## config.mk

```make
export PLATFORM = sky130hd
export DESIGN_NAME = mux_tree_scan
export DESIGN_NICKNAME = d
export VERILOG_FILES = /design/src/rtl/mux_tree_pkg.sv /design/src/rtl/mux4_stage.sv /design/src/rtl/mux_tree_scan.sv
export SDC_FILE = /design/constraint.sdc
export NUM_CORES = 1
export LEC_CHECK = 0
export BUFFER_PORTS_ARGS = -buffer_cell sky130_fd_sc_hd__buf_2
export CORE_MARGIN = 10
export CORE_UTILIZATION = 55
export CTS_BUF_LIST = sky130_fd_sc_hd__clkbuf_8
export DETAILED_ROUTE_END_ITERATION = 6
export GPL_ROUTABILITY_DRIVEN = 0
export PLACE_DENSITY = 0.89
export SYNTH_ARGS = -nofsm -noshare
export SYNTH_HDL_FRONTEND = slang
export SYNTH_SLANG_ARGS = --single-unit
export TNS_END_PERCENT = 10
```

## constraint.sdc

```tcl
create_clock -name clk -period 4.05 [get_ports clk]
set_input_delay 0.81 -clock clk [delete_from_list [all_inputs] [get_ports clk]]
set_output_delay 0.81 -clock clk [all_outputs]
set_load 0.005 [all_outputs]
```

## src/rtl/mux_tree_pkg.sv

```systemverilog
// Shared helpers for the pipelined radix-4 selector tree.
package mux_tree_pkg;

  function automatic int clog2_f(input int n);
    int r;
    int v;
    r = 0;
    v = 1;
    while (v < n) begin
      v = v * 2;
      r = r + 1;
    end
    return r;
  endfunction

  // One registered level per two select bits; an odd leftover bit gets a radix-2 level.
  function automatic int level_count(input int n);
    return (clog2_f(n) + 1) / 2;
  endfunction

endpackage

```

## src/rtl/mux4_stage.sv

```systemverilog
// One registered tree level: N_IN inputs reduced 4:1 (or 2:1 when N_IN == 2),
// with valid and the full select tag carried alongside the data.
module mux4_stage #(
  parameter int WIDTH = 1,
  parameter int N_IN  = 4,
  parameter int SEL_W = 2,
  parameter int SHIFT = 0,
  localparam int N_OUT = (N_IN >= 4) ? N_IN / 4 : 1
) (
  input  logic                   clk,
  input  logic                   rst,
  input  logic                   en,
  input  logic                   in_valid,
  input  logic [SEL_W-1:0]       in_tag,
  input  logic [N_IN*WIDTH-1:0]  in_data,
  output logic                   out_valid,
  output logic [SEL_W-1:0]       out_tag,
  output logic [N_OUT*WIDTH-1:0] out_data
);

  logic [N_OUT*WIDTH-1:0] data_next;

  for (genvar gi = 0; gi < N_OUT; gi++) begin : g_mux
    if (N_IN == 2) begin : g_r2
      assign data_next[gi*WIDTH +: WIDTH] =
        in_tag[SHIFT] ? in_data[WIDTH +: WIDTH] : in_data[0 +: WIDTH];
    end else begin : g_r4
      logic [1:0]       s;
      logic [WIDTH-1:0] pick;
      assign s = in_tag[SHIFT +: 2];
      always_comb begin
        pick = in_data[(4*gi)*WIDTH +: WIDTH];
        case (s)
          2'd1:    pick = in_data[(4*gi+1)*WIDTH +: WIDTH];
          2'd2:    pick = in_data[(4*gi+2)*WIDTH +: WIDTH];
          2'd3:    pick = in_data[(4*gi+3)*WIDTH +: WIDTH];
          default: pick = in_data[(4*gi)*WIDTH +: WIDTH];
        endcase
      end
      assign data_next[gi*WIDTH +: WIDTH] = pick;
    end
  end

  always_ff @(posedge clk or posedge rst) begin
    if (rst) begin
      out_valid <= 1'b0;
      out_tag   <= '0;
      out_data  <= '0;
    end else if (en) begin
      out_valid <= in_valid;
      out_tag   <= in_tag;
      out_data  <= data_next;
    end
  end

endmodule

```

## src/rtl/mux_tree_scan.sv

```systemverilog
// Pipelined NUM_CH:1 selector with channel tagging, manual or auto-scan select,
// and valid/ready flow control where every level stalls together.
module mux_tree_scan
  import mux_tree_pkg::*;
#(
  parameter int NUM_CH = 16,
  parameter int WIDTH  = 1,
  parameter int SEL_W  = clog2_f(NUM_CH)
) (
  input  logic                    clk,
  input  logic                    rst,
  input  logic [NUM_CH*WIDTH-1:0] in,
  input  logic                    in_valid,
  output logic                    in_ready,
  input  logic [SEL_W-1:0]        sel,
  input  logic                    scan_en,
  input  logic [SEL_W-1:0]        scan_last,
  output logic [WIDTH-1:0]        out,
  output logic [SEL_W-1:0]        out_ch,
  output logic                    out_valid,
  input  logic                    out_ready
);

  localparam int LAT = level_count(NUM_CH);

  logic             adv;
  logic             accept;
  logic [SEL_W-1:0] eff_sel;
  logic [SEL_W-1:0] scan_cnt_reg;
  logic [SEL_W-1:0] scan_cnt_next;

  assign adv      = out_ready | ~out_valid;
  assign in_ready = adv;
  assign accept   = in_valid & adv;
  assign eff_sel  = scan_en ? scan_cnt_reg : sel;

  // Wrap uses >= so a scan_last lowered below the count still wraps after one more beat.
  always_comb begin
    scan_cnt_next = scan_cnt_reg;
    if (accept && scan_en) begin
      scan_cnt_next = (scan_cnt_reg >= scan_last) ? '0 : scan_cnt_reg + 1'b1;
    end
  end

  always_ff @(posedge clk or posedge rst) begin
    if (rst) begin
      scan_cnt_reg <= '0;
    end else begin
      scan_cnt_reg <= scan_cnt_next;
    end
  end

  for (genvar gi = 0; gi < LAT; gi++) begin : lvl
    localparam int N_IN  = NUM_CH >> (2 * gi);
    localparam int N_OUT = (N_IN >= 4) ? N_IN / 4 : 1;

    logic [N_IN*WIDTH-1:0]  d_in;
    logic                   v_in;
    logic [SEL_W-1:0]       t_in;
    logic [N_OUT*WIDTH-1:0] d_out;
    logic                   v_out;
    logic [SEL_W-1:0]       t_out;

    if (gi == 0) begin : g_src
      assign d_in = in;
      assign v_in = in_valid;
      assign t_in = eff_sel;
    end else begin : g_chain
      assign d_in = lvl[gi-1].d_out;
      assign v_in = lvl[gi-1].v_out;
      assign t_in = lvl[gi-1].t_out;
    end

    mux4_stage #(
      .WIDTH (WIDTH),
      .N_IN  (N_IN),
      .SEL_W (SEL_W),
      .SHIFT (2 * gi)
    ) u_stage (
      .clk       (clk),
      .rst       (rst),
      .en        (adv),
      .in_valid  (v_in),
      .in_tag    (t_in),
      .in_data   (d_in),
      .out_valid (v_out),
      .out_tag   (t_out),
      .out_data  (d_out)
    );
  end

  assign out       = lvl[LAT-1].d_out;
  assign out_ch    = lvl[LAT-1].t_out;
  assign out_valid = lvl[LAT-1].v_out;

endmodule

```

==> results of run 1 <==
==> synth_stat cells (2+ instances only) <==
| library cell | instances |
|---|---|
| a21o_1 | 2 |
| a21oi_1 | 3 |
| a31oi_1 | 3 |
| a32oi_1 | 3 |
| clkbuf_1 | 3 |
| clkbuf_8 | 2 |
| dfrtp_1 | 19 |
| ha_1 | 5 |
| inv_1 | 9 |
| mux2_1 | 3 |
| mux2i_1 | 7 |
| nand2_1 | 30 |
| nand3_1 | 6 |
| nor2b_1 | 4 |
| nor3_1 | 2 |
| o211ai_1 | 3 |
| o21ai_0 | 10 |
| o21ai_1 | 3 |
| or3_1 | 2 |
==> metal layers <==
| layer | up-vias | wire, um |
|---|---|---|
| li1 | 540 | - |
| met1 | 554 | 1250 |
| met2 | 36 | 1640 |
| met3 | 6 | 132 |
| met4 | 0 | 63 |
| met5 | - | 0 |
==> tightest hold or removal path, delay by kind of cell, from the launching register on <==
family | cells | cell delay (ps)
flip-flops | 1 | 340
AND/OR/NAND/NOR | 2 | 100
==> layout make-up <==
cell class,instances,area share
well taps,28,0.0244
flip-flops and latches,19,0.331
multi-input cells,99,0.462
clock inverters,1,0.00262
inverters,9,0.0235
clock buffers,3,0.0288
repair buffers,36,0.127
==> worst paths after layout <==
path                                                  startpoint                                     end  slack, ps  depth (start not counted)
max                                                    out_ready                                in_ready       1630                          5
min                        lvl[1].u_stage.out_tag[1]$_DFFE_PP0N_   lvl[1].u_stage.out_tag[1]$_DFFE_PP0N_        460                          2
max reg2reg                          scan_cnt_reg[0]$_DFFE_PP0P_             scan_cnt_reg[0]$_DFFE_PP0P_       1890                          7
min reg2reg                lvl[1].u_stage.out_tag[1]$_DFFE_PP0N_   lvl[1].u_stage.out_tag[1]$_DFFE_PP0N_        460                          2
max in group asynchronous                                    rst  lvl[0].u_stage.out_data[1]$_DFFE_PP0N_       2930                          2
min in group asynchronous                                    rst    lvl[0].u_stage.out_valid$_DFFE_PP0N_        660                          2
==> per-stage QoR <==
step	hold slack, ps	instance area (um2)
finish	463	1440
global route	478	1440
CTS	466	1440
detailed placement	450	1390
global placement	445	1390
floorplan	430	1230
==> logic make-up (layout without fill, tap and decap cells) <==
kind of cell               Yosys count  after routing  synth area share
and+or+nand+nor                     51             51             0.201
AOI/OAI and AO/OA                   32             32             0.183
DFF                                 19             19             0.385
buffers and inverters               17             49            0.0780
muxes                               11             11             0.102
adders and majority gates            5              5            0.0507
==> where the power goes <==
part	total (mW)	leakage, nW	internal [mW]	switching, mW
Sequential	0.321	0.232	0.252	0.0697
Combinational	0.293	0.463	0.145	0.148
Clock	0.128	0.0269	0.0673	0.0604
==> reports/summary.md, run 1 <==
The flow ran to the end, and the final reports show no timing, DRC or antenna violations. The count of H-tree levels built during CTS was 1. The run gives 0 as the hold violation count in the final report.

The fraction of final layout cells with drive strength greater than 1 is 0.275, and the total instance count after detailed placement is 191. Summed over all nets, the half-perimeter wirelength after detailed placement is 2430 um. Max-cap violations in this run came to 0. At the later pin of the worst-skew pair, clock insertion delay measures 250 ps.

The proportion of netlist area held by the largest area contributor is 0.385. Effective utilization at floorplan: 0.569. For the final routed DRC violation total, the log shows 0.

The filler cells instantiated in the layout total 187. The growth of design area from synthesis to finish works out to 16.2%. TritonCTS built the clock tree.

Walking the worst path, the cells encountered are buf_2 > nor2b_1 > buf_4 > inv_1 > buf_2. At the worst endpoint, the required time is 3240 ps. Summed over all instances, the cell type with the most area after synthesis is dfrtp_1.

Setup slack on the critical path of the routed design comes to 1630 ps. The tools report the synthesized netlist net count as 169. The share of synthesized registers carrying an async set or reset was 1.00. The root buffer cell chosen for the clock tree is clkbuf_8.

The shortest period the worst path allows came out at 2420 ps. The leading cell type in the layout, fill and taps excluded was buf_2. The routed layout has 1136 vias. The largest net degree at the start of global routing was 23; the sequential standard cell area was 475 um2. The number of register bits inferred by synthesis is 19.

The tools report the endpoint kind of the worst setup timing path as an output port. The tools report the met1 track utilization from global routing as 0.166. The logs give 3090 um for the total wire length after detailed routing and 0.000372 V for the worst-case vdd ir drop.

The completed layout was analyzed and its total power is 742 uW. For this run, the top clock speed supported by timing is 413 MHz. Using the TritonRoute via totals, the vias-per-cell ratio works out to 5.83.

The logs give 2 for the maximum buffer depth of the clock tree and 0.385 for the sequential area share after synthesis. Kind of critical path: primary input to output port. In this run the remaining antenna-violating nets after routing total 0. Final total negative setup slack: 0 ps. The tools report the total number of yosys warnings as 0.

The post-synthesis instance area was 1230 um2; the die span in y was 67.4 um. Areal power density over the cells: 517 nW/um2. The logs give 0 for the number of antenna violations at the first check in global routing and 65 for the DRC violation total after the first TritonRoute iteration. Dominant delay contributor by cell family on the critical path: buffers and inverters.

After the last flow step, the layout net total stands at 202. The synthesized area per cell was 9.15 um2. The first detailed-routing pass ran for 4 iterations. The met2 layer usage reported by global route is 0.237, and the normalized max-slew margin is 0.519.

The top fanout value on the critical path is 22, and the number of buffers inserted by post-CTS setup repair is 0. The number of buffers added to fix hold violations after cts is 0. The floorplan step defined a die boundary enclosing 4540 um2. The logs give 1086 for the number of global-route vias before repair and 195 for the number of cells in the finished layout apart from fillers.

The total area inside the core boundary comes to 2170 um2. The first global-routing pass estimated 5020 um of wire. The number of unique standard cell types used by synthesis was 35; the clock input transition at the sequential cells of the worst setup and hold paths was 70 ps. The final routed wire length divided by cell count was 15.8 um; the buffer and inverter count on the worst path was 4. The top cell types in the final layout, fill and taps aside, are buf_2 (35), nand2_1 (30), dfrtp_1 (19). STA classifies the critical path startpoint as a primary input. Counting the buffers created by CTS gives 3. Setup violations remaining at the end of the flow were counted as 0. Setup repair after global routing left no endpoint under its margin. The ratio of final minimum period to clock period came out at 0.598. For the global-route met3 utilization, the log shows 0.0231.

By instance count, the cell type seen most on the critical path is buf_2. The worst setup skew after layout is 1.84 ps. From left edge to right edge, the die measures 67.4 um. The site row count was 17; the transition time at the pin with the least slew margin was 721 ps. The most utilized layer in the global route result is met2. Yosys attributes the largest share of cell area to dfrtp_1 (39%), nand2_1 (9.1%), mux2i_1 (5.7%).

The number of pins with negative max-slew slack in the final report is 0, and the placement-stage worst setup slack is 1640 ps. The antenna diode count is 0. The total overflow left after global routing is 0.

In the synthesized netlist, the number of instances is 135. During I/O placement, the number of pins put on the boundary was 36. For the utilization after layout, the log shows 0.661. The worst min-delay path category was register to register. The number of clock sinks seen by CTS was 19; the number of input and output port buffers inserted was 35.

Gates resized during post-CTS repair numbered 0. The global-route total usage across every layer was 0.141. The tools report the data arrival time of the critical path as 1610 ps. The total leakage power came out at 0.722 nW. In this run, synthesis inferred 0 flip-flops with an integrated enable. The register with the most flip-flops in the layout has 8 of them. The critical path's slowest cell is buf_4. The multi-input gate area in the final layout is 663 um2, and the delay contributed by the slowest stage of the critical path is 240 ps.

The top flip-flop cell by instance count after synthesis was dfrtp_1.
No activity file was read; power rests on OpenSTA's default activity.
==> run 2, diff against run 1 <==
--- a/config.mk
+++ b/config.mk
@@ -5,13 +5,14 @@
 export SDC_FILE = /design/constraint.sdc
 export NUM_CORES = 1
 export LEC_CHECK = 0
+export ABC_AREA = 1
 export BUFFER_PORTS_ARGS = -buffer_cell sky130_fd_sc_hd__buf_2
 export CORE_MARGIN = 10
-export CORE_UTILIZATION = 55
+export CORE_UTILIZATION = 52
 export CTS_BUF_LIST = sky130_fd_sc_hd__clkbuf_8
 export DETAILED_ROUTE_END_ITERATION = 6
 export GPL_ROUTABILITY_DRIVEN = 0
-export PLACE_DENSITY = 0.89
+export PLACE_DENSITY = 0.86
 export SYNTH_ARGS = -nofsm -noshare
 export SYNTH_HDL_FRONTEND = slang
 export SYNTH_SLANG_ARGS = --single-unit
==> constraint.sdc (replaced) <==
create_clock -name clk -period 2.45 [get_ports clk]
set_input_delay 0.49 -clock clk [delete_from_list [all_inputs] [get_ports clk]]
set_output_delay 0.49 -clock clk [all_outputs]
set_load 0.005 [all_outputs]
==> reports/summary.md, run 2 <==
Data arrival time of the critical path: 1150 ps (was 1610 ps). The number of register bits inferred by synthesis is 19 (unchanged), and the fraction of final layout cells with drive strength greater than 1 is 0.230 (was 0.275). Die area: 4430 um2 (was 4540 um2).

The tools report the global-route total usage across every layer as 0.133 (was 0.141). The run gives 2 (unchanged) as the maximum buffer depth of the clock tree. Leading cell type in the layout, fill and taps excluded: nand2_1 (was buf_2). The growth of design area from synthesis to finish came out at 20.6% (was 16.2%). Most used cells in the layout excluding fill and tap cells: nand2_1 (54), buf_2 (35), inv_1 (23) (was buf_2 (35), nand2_1 (30), dfrtp_1 (19)). The horizontal die dimension is 66.6 um (was 67.4 um). Worst min-delay path category: primary input to asynchronous set/reset pin (was register to register). The total number of vias is 1098 (was 1136). The transition time at the pin with the least slew margin was 692 ps (was 721 ps); the final routed wire length divided by cell count was 12.6 um (was 15.8 um). The shortest period the worst path allows is 1640 ps, and the count of flip-flops with a built-in enable after synthesis is 0 (unchanged). For the register-to-register path setup slack, the log shows 960 ps (was 1890 ps).

The count of mapped cells out of synthesis was 155 (was 135). The floorplan core area was 2000 um2 (was 2170 um2). The logic depth of the worst register-to-register path came out at 7 (unchanged).

The total number of yosys warnings came out at 0 (unchanged). TritonCTS built the clock tree. The top layer used by detailed routing was met4 (unchanged). The total grt overflow is 0 (unchanged), and the synthesized area per cell is 7.27 um2 (was 9.15 um2). The tools report the count of H-tree levels built during CTS as 1 (unchanged). The worst-case vdd ir drop came out at 0.000484 V (was 0.000372 V). The run gives 611 MHz as the highest attainable clock frequency. The area of all placed cells without fillers was 1360 um2 (was 1440 um2). DRC violation total after the first TritonRoute iteration: 48 (was 65). The effective utilization at floorplan was 0.563 (was 0.569); the proportion of netlist area held by the largest area contributor was 0.422 (was 0.385). The synthesized netlist net count was 189 (was 169); the number of top-level pins was 36 (unchanged).

The die span in y is 66.6 um (was 67.4 um), and the number of failing setup endpoints in the final timing report is 0 (unchanged). The required time at the worst-slack endpoint was 1960 ps (was 3240 ps); the hold violation count in the final report was 0 (unchanged). The startpoint type of the worst setup path is a register (was a primary input). The top fanout value on the critical path is 12 (was 22). The ratio of final minimum period to clock period came out at 0.668. Most numerous cell types in the synthesized netlist: nand2_1 (54), inv_1 (22), dfrtp_1 (19), nand3_1 (19), o21ai_0 (9) (was nand2_1 (30), dfrtp_1 (19), o21ai_0 (10)). The number of pins with negative max-slew slack in the final report is 0 (unchanged). The logs give 20 (was 23) for the largest net degree at the start of global routing and 0 (unchanged) for the antenna diode count.

The tools report the reg-to-reg critical path startpoint as lvl[1].u_stage.out_valid$_DFFE_PP0N_ (was scan_cnt_reg[0]$_DFFE_PP0P_). The number of global-route vias before repair was 1094 (was 1086). The flip-flop count of the largest register after layout was 8 (unchanged); the number of fillers in the final layout was 188 (was 187). The capturing point of the worst reg2reg path is scan_cnt_reg[2]$_DFFE_PP0P_ (was scan_cnt_reg[0]$_DFFE_PP0P_). The logs give 1130 um2 (was 1230 um2) for the post-synthesis instance area and 210 um (was 132 um) for the met3 layer wire length in the routed design.

The number of clock buffers inserted by TritonCTS is 3 (unchanged). The tools report the number of antenna-violating nets in the routed design as 0 (unchanged). The run gives 16 (was 17) as the site row count. The HPWL after detailed placement came out at 2160 um (was 2430 um). The kind of critical path was register to output port (was primary input to output port). The clock input transition at the sequential cells of the worst setup and hold paths is 70 ps (about the same).

Layout net count: 226 (was 202). The share of synthesized registers carrying an async set or reset was 1.00 (unchanged); the number of buffers added to fix hold violations after cts was 0 (unchanged). For the max-cap check violation count, the log shows 0 (unchanged). The logs give 0.422 (was 0.385) for the sequential area share after synthesis and 260 ps (was 250 ps) for the clock latency at the later pin of the worst-skew pair.

The total leakage power was 0.791 nW (was 0.722 nW). The run gives 1320 um (was 1640 um) as the met2 wirelength from detailed routing. The per-cell via count in the routed design was 5.04 (was 5.83). Most frequent cell after synthesis: nand2_1 (unchanged). The top flip-flop cell by instance count after synthesis is dfrtp_1 (unchanged).

The run finished with clean final reports. Number of instances resized during post-cts repair: 0 (unchanged). The areal power density over the cells works out to 809 nW/um2 (was 517 nW/um2).

The routed length on met1 is 1120 um (was 1250 um). The number of buffers inserted by post-CTS setup repair is 0 (unchanged). For the worst setup skew after layout, the log shows 2.12 ps (was 1.84 ps).

The library cell occupying the most area in the post-synthesis netlist was dfrtp_1 (unchanged). The run gives 1320 um2 (was 1390 um2) as the total placed instance area. The number of antenna violations at the first check in global routing was 0 (unchanged). The number of unique standard cell types used by synthesis was 20 (was 35); the total wire length after detailed routing was 2740 um (was 3090 um).

The normalized max-slew margin is 0.538 (was 0.519). Setup repair after global routing left no endpoint under its margin. The final total negative setup slack is 0 ps (unchanged), and the number of clock sinks seen by CTS is 19 (unchanged). The wire length of the first global-routing pass was 4640 um (was 5020 um); the final routed DRC violation total was 0 (unchanged). Top cells by area in the synthesized netlist: dfrtp_1 (42%), nand2_1 (18%), nand3_1 (8.4%) (was dfrtp_1 (39%), nand2_1 (9.1%), mux2i_1 (5.7%)).

The number of input and output port buffers inserted works out to 35 (unchanged). The run gives 4 (unchanged) as the detailed-routing iteration count for the pre-antenna-repair pass. The root buffer cell was clkbuf_8 (unchanged). The endpoint kind of the worst setup timing path was an output port (unchanged).
[run 2: cell count changes in the layout (fill, tap and decap cells not counted), moves of 3 or more]
cell,change
nor2_1,+3
mux2i_1,-7
nand3_1,+13
nor2b_1,-4
inv_1,+13
o211ai_1,-3
a31oi_1,-3
a32oi_1,-3
nand2_1,+24
nand3b_1,+4
nand2_2,+3
mux2_1,-3
[run 2: area by class of cell]
type | instances | area [um2] | area share
inverters | 23 | 86.3 | 0.0635
clock inverters | 1 | 3.75 | 0.00276
flip-flops and latches | 19 | 475 | 0.350
well taps | 27 | 33.8 | 0.0248
multi-input cells | 110 | 544 | 0.400
clock buffers | 3 | 41.3 | 0.0304
repair buffers | 35 | 175 | 0.129
[run 2: worst max-delay path, stage by stage (launching register included)]
cell	delay (ps)
dfrtp_1	390
nand2_1	310
buf_2	190
[run 2: worst max-delay path by stage]
stage | startpoint | end | slack (ps)
final | lvl[1].u_stage.out_valid$_DFFE_PP0N_ | in_ready | 810
after floorplan | scan_last[1] | scan_cnt_reg[3]$_DFFE_PP0P_ | 1120
after CTS | lvl[1].u_stage.out_valid$_DFFE_PP0N_ | in_ready | 810
after global placement | out_ready | scan_cnt_reg[2]$_DFFE_PP0P_ | 830
after detailed placement | out_ready | scan_cnt_reg[2]$_DFFE_PP0P_ | 730
after global routing | lvl[1].u_stage.out_valid$_DFFE_PP0N_ | scan_cnt_reg[2]$_DFFE_PP0P_ | 750
[run 2: kinds of logic after synthesis]
group | after synthesis | synth area share
AOI/OAI and AO/OA | 19 | 0.0932
xor gates and xnor gates | 1 | 0.00777
adders and majority gates | 5 | 0.0555
buffers and inverters | 26 | 0.0954
DFF | 19 | 0.422
and+or+nand+nor | 85 | 0.326
[run 2: power breakdown]
part | leakage [nW] | internal [mW] | switching, mW
clock | 0.0269 | 0.112 | 0.102
sequential | 0.233 | 0.412 | 0.0721
combinational | 0.531 | 0.162 | 0.241
[run 2: metal layers]
| layer | up-vias | GRT usage |
|---|---|---|
| met4 | 0 | 0.0812 |
| met1 | 499 | 0.150 |
| met3 | 7 | 0.0401 |
| met5 | - | 0 |
| met2 | 31 | 0.214 |
| li1 | 561 | - |
[run 2: metrics by stage]
stage	std cells	setup WS [ps]	util	hold slack [ps]	total power [mW]
2_1_floorplan	155	1120	-	420	0.766
3_3_place_gp	214	831	0.657	439	0.867
3_5_place_dp	214	734	0.657	438	0.895
4_1_cts	218	812	0.679	366	1.11
5_1_grt	218	747	0.679	407	1.20
6_report	218	813	0.679	329	1.10
==> run 3, diff against run 2 <==
--- a/config.mk
+++ b/config.mk
@@ -8,11 +8,11 @@
 export ABC_AREA = 1
 export BUFFER_PORTS_ARGS = -buffer_cell sky130_fd_sc_hd__buf_2
 export CORE_MARGIN = 10
-export CORE_UTILIZATION = 52
+export CORE_UTILIZATION = 47
 export CTS_BUF_LIST = sky130_fd_sc_hd__clkbuf_8
 export DETAILED_ROUTE_END_ITERATION = 6
 export GPL_ROUTABILITY_DRIVEN = 0
-export PLACE_DENSITY = 0.86
+export PLACE_DENSITY = 0.83
 export SYNTH_ARGS = -nofsm -noshare
 export SYNTH_HDL_FRONTEND = slang
 export SYNTH_SLANG_ARGS = --single-unit
==> constraint.sdc (replaced) <==
create_clock -name clk -period 1.4 [get_ports clk]
set_input_delay 0.28 -clock clk [delete_from_list [all_inputs] [get_ports clk]]
set_output_delay 0.28 -clock clk [all_outputs]
set_load 0.005 [all_outputs]
==> reports/summary.md, run 3 (synthesis gave the netlist of run 2 again) <==
After layout, the minimum clock period comes to 1350 ps. The logs give 23.9 ps (was 329 ps) for the minimum hold slack and 2 (unchanged) for the maximum buffer depth of the clock tree. The DRC violation total after the first TritonRoute iteration is 84 (was 48).

The utilization after layout came out at 0.632 (was 0.679). The number of global-route vias before repair is 1138 (was 1094), and the die span in y is 69.0 um (was 66.6 um). The worst min-delay path category was primary input to asynchronous set/reset pin (unchanged). The final routed DRC violation total was 0 (unchanged); the number of buffers added to fix hold violations after cts was 0 (unchanged). The floorplan core area is 2250 um2 (was 2000 um2), and the highest attainable clock frequency is 743 MHz.

Most used cells in the layout excluding fill and tap cells: nand2_1 (54), buf_2 (35), inv_1 (22) (was nand2_1 (54), buf_2 (35), inv_1 (23)). The layout net count is 232 (was 226). The site row count is 17 (was 16). The run gives 19 (unchanged) as the number of clock sinks seen by CTS. The run gives 0.500 (was 0.563) as the effective utilization at floorplan. The clock latency at the later pin of the worst-skew pair was 260 ps (about the same). Growth of design area from synthesis to finish: 26.4% (was 20.6%). Wire length of the first global-routing pass: 4740 um (was 4640 um). The data arrival time of the critical path came out at 1070 ps (was 1150 ps). The required time at the worst-slack endpoint is 1120 ps (was 1960 ps), and the max-cap check violation count is 0 (unchanged). The number of antenna violations at the first check in global routing is 0 (unchanged). The horizontal die dimension is 69.0 um (was 66.6 um). The logs give 5.72 ps (was 2.12 ps) for the worst setup skew after layout and 6 (was 4) for the detailed-routing iteration count for the pre-antenna-repair pass.

TritonCTS built the clock tree. The HPWL after detailed placement is 2310 um (was 2160 um). The startpoint type of the worst setup path is a register (unchanged). The per-cell via count in the routed design is 5.06 (was 5.04). The areal power density over the cells was 1420 nW/um2 (was 809 nW/um2). The total design power was 2.02 mW (was 1.10 mW); the number of pins with negative max-slew slack in the final report was 0 (unchanged).

The antenna diode count was 0 (unchanged). The flow ran to the end, and the final reports show no timing, DRC or antenna violations. The total placed instance area was 1350 um2 (was 1320 um2); the normalized max-slew margin was 0.769 (was 0.538). The tools report the total grt overflow as 0 (unchanged). The leading cell type in the layout, fill and taps excluded was nand2_1 (unchanged). The final routed wire length divided by cell count works out to 12.6 um (about the same). The run gives 218 (was 188) as the number of fillers in the final layout.

Worst-case vdd ir drop: 0.000731 V (was 0.000484 V). Setup repair after global routing could not meet its margin everywhere. Count of H-tree levels built during CTS: 1 (unchanged). The tools report the number of top-level pins as 36 (unchanged).

The total number of vias is 1139 (was 1098), and the fraction of final layout cells with drive strength greater than 1 is 0.269 (was 0.230). Clock input transition at the sequential cells of the worst setup and hold paths: 70 ps (about the same). The tools report the root buffer cell as clkbuf_8 (unchanged). The tools report the number of clock buffers inserted by TritonCTS as 3 (unchanged). The flip-flop count of the largest register after layout is 8 (unchanged). The global-route total usage across every layer was 0.128 (was 0.133); the number of input and output port buffers inserted was 35 (unchanged). The total wire length after detailed routing is 2840 um (was 2740 um), and the top fanout value on the critical path is 11 (was 12). The final total negative setup slack was 0 ps (unchanged); the largest net degree at the start of global routing was 20 (unchanged). The ratio of final minimum period to clock period was 0.962. The number of antenna-violating nets in the routed design came out at 0 (unchanged). The run gives 1430 um2 (was 1360 um2) as the area of all placed cells without fillers.

The tools report the endpoint kind of the worst setup timing path as an output port (unchanged). The kind of critical path is register to output port (unchanged). The total leakage power was 0.825 nW (was 0.791 nW); the number of failing setup endpoints in the final timing report was 0 (unchanged). The transition time at the pin with the least slew margin was 346 ps (was 692 ps); the hold violation count in the final report was 0 (unchanged). The die area was 4760 um2 (was 4430 um2).
## run 3: cell count changes in the layout (fill, tap and decap cells not counted)
cell	previous run	this run
buf_4	0	6
clkinv_2	0	1
ha_1	5	4
ha_4	0	1
inv_1	23	22
nand3_1	19	18
nand3_2	0	1
## run 3: layout make-up
class / count / area (um2) / area share
Clock buffer: 3 / 41.3 / 0.0290
Tap cell: 28 / 35.0 / 0.0246
Clock inverter: 1 / 5.00 / 0.00351
Sequential cell: 19 / 475 / 0.334
Multi-Input combinational cell: 110 / 562 / 0.394
Inverter: 23 / 86.3 / 0.0606
Timing Repair Buffer: 41 / 220 / 0.155
## run 3: timing repair
action                                  4_1_cts  5_1_grt
endpoints found under the setup margin        0        4
buffers inserted                              0        1
endpoints found under the hold margin         0        0
gates resized for setup                       0        2
## run 3: layer usage
metal	track usage	part of all wire
met3	0.0354	0.095
met5	0	0
met4	0.0443	0.0098
met1	0.153	0.43
met2	0.213	0.46
## run 3: report_power, final
part           internal (mW)  switching (mW)
clock                  0.198           0.188
sequential             0.720           0.111
combinational          0.342           0.464
## run 3: final timing paths
path,from,endpoint,slack [ps],depth (start not counted)
worst max-delay path,lvl[1].u_stage.out_valid$_DFFE_PP0N_,in_ready,50,3
worst min-delay path,rst,lvl[1].u_stage.out_valid$_DFFE_PP0N_,20,3
max in group asynchronous,rst,lvl[0].u_stage.out_data[1]$_DFFE_PP0N_,1170,3
min in group clk,sel[3],lvl[0].u_stage.out_tag[3]$_DFFE_PP0N_,280,3
worst min register to register,lvl[0].u_stage.out_valid$_DFFE_PP0N_,lvl[1].u_stage.out_valid$_DFFE_PP0N_,470,2
worst max register to register,scan_cnt_reg[1]$_DFFE_PP0P_,scan_cnt_reg[3]$_DFFE_PP0P_,60,8
## run 3: critical path: stages, from the launching register on
cell and delay (ps):
dfrtp_1 390, nand2_1 90, buf_4 180, buf_2 140
## run 3: through the flow
step,setup slack [ps],std cells
CTS,31.0,224
global route,-14.1,225
global placement,146,220
floorplan,183,155
finish,53.7,225
detailed placement,36.9,220
